--- config.mk ---
export PLATFORM = sky130hd
export DESIGN_NAME = mem_write_monitor
export DESIGN_NICKNAME = d
export VERILOG_FILES = /design/src/rtl/mem_write_monitor.sv
export SDC_FILE = /design/constraint.sdc
export NUM_CORES = 1
export LEC_CHECK = 0
export BUFFER_PORTS_ARGS = -buffer_cell sky130_fd_sc_hd__buf_2
export CAP_MARGIN = 20
export CELL_PAD_IN_SITES_DETAIL_PLACEMENT = 1
export CELL_PAD_IN_SITES_GLOBAL_PLACEMENT = 1
export CORE_MARGIN = 2
export CORE_UTILIZATION = 25
export DETAILED_ROUTE_END_ITERATION = 7
export PLACE_DENSITY = 0.62
export SYNTH_ARGS = -nofsm -noshare
export SYNTH_HDL_FRONTEND = slang
export SYNTH_SLANG_ARGS = --single-unit
--- constraint.sdc ---
create_clock -name clk -period 2.7 [get_ports clk]
set_input_delay 0.54 -clock clk [delete_from_list [all_inputs] [get_ports clk]]
set_output_delay 0.54 -clock clk [all_outputs]
set_load 0.05 [all_outputs]
--- src/rtl/mem_write_monitor.sv ---
// mem_write_monitor
//
// Self-checking monitor for the MIPS data-memory write bus. It watches every
// store the core makes and classifies the program run as PASS, FAIL or
// TIMEOUT. The verdict is sticky until reset, so it can drive LEDs on a board
// or be polled by a simulation bench.
//
// A run passes when PASS_DATA is written to PASS_ADDR after at least
// MIN_WRITES legal scratch writes. A store is legal when its address falls in
// the window ALLOW_LO..ALLOW_HI. A run fails on any other store, and also on a
// misaligned store when ALIGN_CHECK is set. A run times out when it spends
// TIMEOUT cycles in RUN without reaching a verdict.
//
// Ports
//   clk          system clock, all state on the rising edge
//   reset        synchronous active-high reset, returns to RUN and clears
//                everything
//   memwrite     write strobe from the core
//   dataadr      write byte address
//   writedata    write data
//   done         a verdict has been reached (PASS, FAIL or TIMEOUT)
//   pass         the run passed
//   fail         an illegal write was seen
//   timeout      TIMEOUT cycles elapsed with no verdict
//   write_count  legal writes accepted in RUN, saturating
//   cycle_count  cycles spent in RUN, saturating
//   fail_addr    dataadr of the failing write
//   fail_data    writedata of the failing write

module mem_write_monitor #(
    parameter int                 WIDTH       = 32,
    parameter logic [WIDTH-1:0]   PASS_ADDR   = 84,
    parameter logic [WIDTH-1:0]   PASS_DATA   = 0,
    parameter logic [WIDTH-1:0]   ALLOW_LO    = 80,
    parameter logic [WIDTH-1:0]   ALLOW_HI    = 80,
    parameter int unsigned        MIN_WRITES  = 0,
    parameter bit                 ALIGN_CHECK = 1'b1,
    parameter int unsigned        TIMEOUT     = 4096,
    parameter int                 CNT_W       = 16
) (
    input  logic               clk,
    input  logic               reset,
    input  logic               memwrite,
    input  logic [WIDTH-1:0]   dataadr,
    input  logic [WIDTH-1:0]   writedata,
    output logic               done,
    output logic               pass,
    output logic               fail,
    output logic               timeout,
    output logic [CNT_W-1:0]   write_count,
    output logic [CNT_W-1:0]   cycle_count,
    output logic [WIDTH-1:0]   fail_addr,
    output logic [WIDTH-1:0]   fail_data
);

    typedef enum logic [1:0] {
        S_RUN,
        S_PASS,
        S_FAIL,
        S_TIMEOUT
    } state_t;

    localparam logic [CNT_W-1:0] CNT_MAX = '1;

    state_t             state_q, state_d;
    logic [CNT_W-1:0]   writeCount_q, writeCount_d;
    logic [CNT_W-1:0]   cycleCount_q, cycleCount_d;
    logic [WIDTH-1:0]   failAddr_q, failAddr_d;
    logic [WIDTH-1:0]   failData_q, failData_d;
    logic               done_q, pass_q, fail_q, timeout_q;

    logic               misaligned;
    logic               isPassAddr;
    logic               inWindow;
    logic               enoughWrites;
    logic               timeoutHit;

    // Decode the bus into the facts the classification needs. The counters
    // are compared in 32 bits so that MIN_WRITES and TIMEOUT may be any
    // value, including one the counter can never reach.
    always_comb begin
        misaligned   = ALIGN_CHECK && (dataadr[1:0] != 2'b00);
        isPassAddr   = (dataadr == PASS_ADDR);
        inWindow     = (dataadr >= ALLOW_LO) && (dataadr <= ALLOW_HI);
        enoughWrites = (32'(writeCount_q) >= MIN_WRITES);
        timeoutHit   = (TIMEOUT != 0) && (32'(cycleCount_q) == TIMEOUT - 32'd1);
    end

    // Next-state logic. A write is classified by priority: alignment first,
    // then the pass address (even when it also lies inside the scratch
    // window), then the window, and anything else fails. A write verdict
    // beats the timeout in the same cycle. cycle_count only advances on
    // cycles that remain in RUN, so a run that times out reports
    // TIMEOUT-1 cycles.
    always_comb begin
        state_d      = state_q;
        writeCount_d = writeCount_q;
        cycleCount_d = cycleCount_q;
        failAddr_d   = failAddr_q;
        failData_d   = failData_q;

        if (state_q == S_RUN) begin
            if (memwrite) begin
                if (misaligned) begin
                    state_d = S_FAIL;
                end else if (isPassAddr) begin
                    state_d = ((writedata == PASS_DATA) && enoughWrites) ? S_PASS : S_FAIL;
                end else if (inWindow) begin
                    if (writeCount_q != CNT_MAX) begin
                        writeCount_d = writeCount_q + CNT_W'(1);
                    end
                end else begin
                    state_d = S_FAIL;
                end
            end

            if ((state_d == S_RUN) && timeoutHit) begin
                state_d = S_TIMEOUT;
            end

            if (state_d == S_FAIL) begin
                failAddr_d = dataadr;
                failData_d = writedata;
            end

            if ((state_d == S_RUN) && (cycleCount_q != CNT_MAX)) begin
                cycleCount_d = cycleCount_q + CNT_W'(1);
            end
        end
    end

    // State and output registers. The verdict flags are decoded from the
    // next state so that they line up with the state register, with no
    // combinational path from the bus to the outputs. Reset overrides every
    // other event in its cycle.
    always_ff @(posedge clk) begin
        if (reset) begin
            state_q      <= S_RUN;
            writeCount_q <= '0;
            cycleCount_q <= '0;
            failAddr_q   <= '0;
            failData_q   <= '0;
            done_q       <= 1'b0;
            pass_q       <= 1'b0;
            fail_q       <= 1'b0;
            timeout_q    <= 1'b0;
        end else begin
            state_q      <= state_d;
            writeCount_q <= writeCount_d;
            cycleCount_q <= cycleCount_d;
            failAddr_q   <= failAddr_d;
            failData_q   <= failData_d;
            done_q       <= (state_d != S_RUN);
            pass_q       <= (state_d == S_PASS);
            fail_q       <= (state_d == S_FAIL);
            timeout_q    <= (state_d == S_TIMEOUT);
        end
    end

    assign done        = done_q;
    assign pass        = pass_q;
    assign fail        = fail_q;
    assign timeout     = timeout_q;
    assign write_count = writeCount_q;
    assign cycle_count = cycleCount_q;
    assign fail_addr   = failAddr_q;
    assign fail_data   = failData_q;

endmodule

; ---- After elaboration in Yosys (flattened, before gate mapping)
; Cells that the tools add are included.
[word_totals]
register_bits = 102
word_cells = 44
latch_bits = 0
inputBits = 67
ramBits = 0
rom_bits = 0
out_inout_bits = 100
memories = 0
[op_classes]
mul = 0
n_lt_le_gt_ge = 2
shift = 0
add_sub_neg = 2
bitwise_logic = 2
div = 0
n_eq_ne = 8
n_reduce_logical = 12
muxes = 9
[op_table]
columns = operator, n
row1 = "16-bit by 1-bit adder with 16-bit output, second input constant", 2
row2 = "32-bit by 7-bit equality test with 1-bit output, second input constant", 1
row3 = "32-bit by 7-bit greater-or-equal comparator with 1-bit output, second input constant", 1
row4 = "32-bit by 7-bit <= comparator with 1-bit output, second input constant", 1
row5 = 32-bit logical NOT, 1
row6 = "16-bit inequality test, second input constant", 2
row7 = 2-bit two-way mux, 9
row8 = "16-bit by 12-bit equality test with 1-bit output, second input constant", 1
row9 = "2-bit equality test, second input constant", 3
row10 = 2-bit logical NOT, 3
row11 = 6-bit AND reduction, 1
row12 = 2-bit AND reduction, 2
row13 = 2-bit nonzero test, 2
row14 = 1-bit logical AND, 3
row15 = "2-bit by 1-bit equality test with 1-bit output, second input constant", 1
row16 = 1-bit NOT, 2

; ---- Depth between registers and ports, before layout
[depth]
word_depth = 14
depth_mapped = 8
ltp_nobuf = 7

; ---- Worst setup path before layout
; OpenSTA, ideal clock, no wires.
[synth_path]
path_kind = reg2reg
start = register cycleCount_q[0], in the netlist cycle_count[0]
end = register cycleCount_q[12], in the netlist cycle_count[12]
n_path_buf = 0
period_less_slack_ns = 2.198
t_required_ns = 2.579
setup_slack_ns = 0.502
path_stages_with_launch = 7
setup_ns = 0.121
arrival_ns = 2.077
cell_sequence = dfxtp_1 > ha_1 > nand2_1 > nor4_1 > nand2_2 > nor3_2 > mux2_4
[synth_between]
elab_chain_cells = 7
word_cells_on_any_way = 9
cone_classes = add/sub (1) / eq/ne (2) / mux (2) / reduce/logical (4)
[synth_lines]
columns = item, line_no
row1 = start: declaration, 67  ; logic [CNT_W-1:0] cycleCount_q, cycleCount_d;
row2 = start signal: assignment, 150  ; cycleCount_q <= cycleCount_d;
row3 = 16-bit by 12-bit equality test with 1-bit output, 86  ; timeoutHit = (TIMEOUT != 0) && (32'(cycleCount_q) == TIMEOUT - 32'd1);
row4 = 1-bit logical AND, 117  ; if ((state_d == S_RUN) && timeoutHit) begin
row5 = 2-bit two-way mux, 117
row6 = 2-bit two-way mux, 102  ; if (state_q == S_RUN) begin
row7 = 2-bit logical NOT, 126  ; if ((state_d == S_RUN) && (cycleCount_q != CNT_MAX)) begin
row8 = 1-bit logical AND, 126
row9 = 2-bit AND reduction (no line), n/a
; Parallel ways exist; a longest one is shown, timed or not. The select of a mux whose other input is x is not followed.
; A chain may end at the register's enable or synchronous reset.

; ---- Final worst setup path
[layout_path]
start = input dataadr[11]
end = register writeCount_q[12], in the netlist write_count[12]
[layout_between]
elab_chain_cells = 3
word_cells_on_any_way = 6
cone_classes = order compare (2) / eq/ne (1) / bitwise (1) / reduce/logical (2)
[layout_lines]
columns = item, line_no
row1 = start: declaration, 44  ; input logic [WIDTH-1:0] dataadr,
row2 = "32-bit by 7-bit greater-or-equal comparator with 1-bit output, or another cell as far along", 84  ; inWindow = (dataadr >= ALLOW_LO) && (dataadr <= ALLOW_HI);
row3 = 1-bit logical AND / 1-bit NOT (equally long branches), n/a
row4 = 6-bit AND reduction (no line) *, n/a
row5 = end signal: assignment, 149  ; writeCount_q <= writeCount_d;
row6 = end: declaration, 66  ; logic [CNT_W-1:0] writeCount_q, writeCount_d;
; Mark *: on every way between the ends. The rest lies on a longest branch, timed or not.

==> summary.txt <==
Clock network
  – Clk sinks: a little over 100
  – Clock Latency Late Sink: ~0.34 ns
  – Clock slew at reported path FFs: ~0.070 ns
  – Max clock buf depth: 2
  – Post-CTS Hold Buffers: 0
  – Post-CTS sizing: 0
  – Clock buffer count from CTS: 9
  – Depth of the CTS H-tree: 3
  – Clk root buf: clkbuf_16
  – CTS tree: done
  – Setup bufs post-CTS: 0

Final layout
  – Fin util: 33.3%
  – Finished Cell Area: ~5700 sq um
  – Layout cells sized above 1: approximately 34%
  – Ant. Diodes: 0
  – Nets: ~680
  – P&R area growth vs syn: 31.3%

Outcome
  – Run status: complete, no violations

Worst setup path
  – Critical path, cell by cell: buf_2, nor4_1, nand4_2, a211oi_4, nand3_2, or3_1, a21oi_1
  – Family with the most delay on the worst path: simple AND/OR/NAND/NOR gates
  – Worst Path Max Fanout: 8
  – Worst path required time: 2.97 ns
  – Critical path type: input pin to flop
  – Max incr delay on CP: ~0.45 ns
  – CP max-delay cell: a211oi_4
  – Reg-to-Reg Start: cycle_count[0]
  – Crit path launch type: input pin
  – Worst setup path start: dataadr[11]
  – CP Buf/Inv Count: 1
  – WP data arrival: 2.51 ns
  – Worst Setup End Kind: flop

Global route
  – First-pass GRT wire length: between 20 and 25 mm
  – Initial antenna violation count: 0
  – Pin count of the biggest net entering global routing: 53
  – Total global routing overflow: 0
  – Met1 GRT Util: approximately 17%
  – Busiest grt layer: met2
  – Vias in the first global route: 3915
  – Met2 Use GR: between 20% and 30%
  – Grt met3 use: 3.88%
  – GRT Overall Usage: between 10% and 20%

Floorplan
  – Starting Density: between 20% and 30%
  – Core area: 17200 sq um
  – Die height: 136 um
  – Die area: between 15000 and 20000 sq um
  – Die width: 136 um
  – I/O pins: 167
  – Row count: 48

Drt
  – Drt drc: 0
  – Total Routed Length: between 10 and 15 mm
  – ANT nets after route: 0
  – DR pass1 iterations: 4
  – Violation count after the first detailed-routing iteration: 140
  – Vias per cell: 4.54
  – Detailed-route via count: 3830
  – DR WL/cell: about 15 um

Logic synthesis
  – Sequential share of the synthesized area: 46.8%
  – Synthesized area per cell: 9.77 sq um
  – Most instantiated cells after synthesis: nor2_1, dfxtp_1, mux2i_1
  – Top cells by area, synth: dfxtp_1, mux2i_1, nor2_1
  – Mux share of post-synthesis cell area: 16.0%
  – Primary FF master, synth: dfxtp_1
  – Largest family of logic cells by synthesized area: simple AND/OR/NAND/NOR gates
  – Post-synth EDFFs: 0
  – Number of synthesized register bits: 102
  – Synthesis Warnings: 0
  – Most frequent cell after synthesis: nor2_1
  – Share of the synthesized area in the top cell type: 46.8%
  – Cells after Synth: 446
  – Post-Synth Simple-Gate Area: 25.4%
  – XOR/XNOR Fraction of Synth Area: 5.02%
  – Synth Area in Adders: 0.574%
  – Mapped cell area: 4360 sq um
  – Post-Syn Nets: 515
  – Dominant cell type by area after synthesis: dfxtp_1
  – Yosys cell types: 49
  – Post-synthesis compound-gate area fraction: 2.81%
  – Ys async rst share: 0%

Hold path
  – Worst min path class: input pin to flop
  – HP Start: writedata[21]

STA
  – Fin. max-slew vios: 0
  – RSZ-0062 raised after global routing: no
  – Final Cycle Share: a little over four fifths
  – Fin Clk Skew: 0.00547 ns
  – Hold Vio Cnt, Final: 0
  – Setup TNS: 0 ns
  – Worst slew margin: 57.0%
  – Max Freq: 0.445 GHz
  – Slew @ Worst Pin: 0.639 ns
  – Fin crit period: 2.25 ns
  – Final setup violation count: 0

Pwr
  – Clock Power Share: 34.6%
  – NetSw: 1.04 mW
  – Power Density: 600 nW/um^2
  – Peak VDD IR: about 0.00027 V
  – Comb power frac: 18.3%
  – Sw frac: 30.3%
  – Seq pwr share: 47.1%
  – P_int: 2.39 mW
  – Pleak: 2.67 nW

Place
  – Dpl hpwl: 9.94 mm
  – Gpl congestion: 0.748
  – PortBufs: 166
  – Placed Area: 5460 sq um

Run
  – Max Cap Viol: 0
-- worst min-delay path, delay by kind of cell --
kind	cells	cell delay [ns]
buffers and inverters	1	0.09
AND/OR/NAND/NOR	1	0.07
multiplexers	1	0.06
-- layer usage --
layer / up-vias / part of all wire (%)
li1: 1883 / -
met1: 1829 / 42
met2: 106 / 50
met3: 12 / 6.3
met4: 0 / 1.0
met5: - / 0
-- power groups by stage --
| stage | Combinational, mW | Clock [mW] | Sequential [mW] |
|---|---|---|---|
| floorplan | 0.205 | 0 | 1.89 |
| global placement | 0.625 | 0 | 1.65 |
| detailed placement | 0.640 | 0 | 1.65 |
| CTS | 0.641 | 1.24 | 1.62 |
| global route | 0.674 | 1.30 | 1.62 |
| finish | 0.629 | 1.19 | 1.62 |
-- registers in the layout, indices dropped and copies added (netlist names), 2 cells and up --
signal	cells
fail_addr	32
fail_data	32
cycle_count	16
write_count	16
state_q	2
-- stage by stage --
step	hold slack (ns)	std cells	total power, mW	setup WS [ns]
2_1_floorplan	0.496	446	2.09	0.502
5_1_grt	0.449	843	3.60	0.229
3_5_place_dp	0.484	827	2.29	0.0120
6_report	0.448	843	3.43	0.452
4_1_cts	0.430	843	3.49	0.368
3_3_place_gp	0.468	827	2.27	0.0456
-- cell type report --
cell class,instances,area [sq um]
clock buffer,13,240
clock inverter,3,21.3
fill,2057,11500
inverter,4,15.0
multi-input combinational,319,2180
sequential,102,2040
tap,225,282
timing repair buffer,177,941
-- layout by cell type, fill, tap and decap left out, types with 2 or more instances in the layout --
cell type,netlist,routed
and4_1,3,3
clkbuf_16,0,9
buf_4,2,10
a21oi_1,3,3
dfxtp_1,102,102
nor2_2,3,3
nand3_1,22,22
inv_1,4,4
nand2_2,2,2
o21ai_0,2,2
nand2_1,16,16
buf_2,1,165
xor2_1,24,24
nor2b_1,4,4
buf_12,0,2
ha_1,2,2
nor4_2,5,5
mux2_4,3,3
nor3_1,4,4
nor2_1,103,103
nor4_1,12,12
nand4_1,14,14
and2_1,2,2
and3_1,6,6
mux2i_1,65,65
clkbuf_1,12,4
-- cell families (layout without fill, tap and decap cells) --
| logic type | after synthesis | count (layout) |
|---|---|---|
| and+or+nand+nor | 209 | 209 |
| DFF | 102 | 102 |
| muxes | 68 | 68 |
| xor gates and xnor gates | 25 | 25 |
| buffers and inverters | 25 | 197 |
| AOI/OAI and AO/OA | 15 | 15 |
| adders and majority gates | 2 | 2 |
-- path summary, 6_finish.rpt --
path	to	cells after the start	slack, ns
setup / recovery	write_count[12]	7	0.45
setup reg to reg	cycle_count[12]	7	0.50
hold / removal	fail_data[21]	3	0.45
hold reg to reg	fail_data[13]	2	0.49
(Power assumes the default switching activity.)
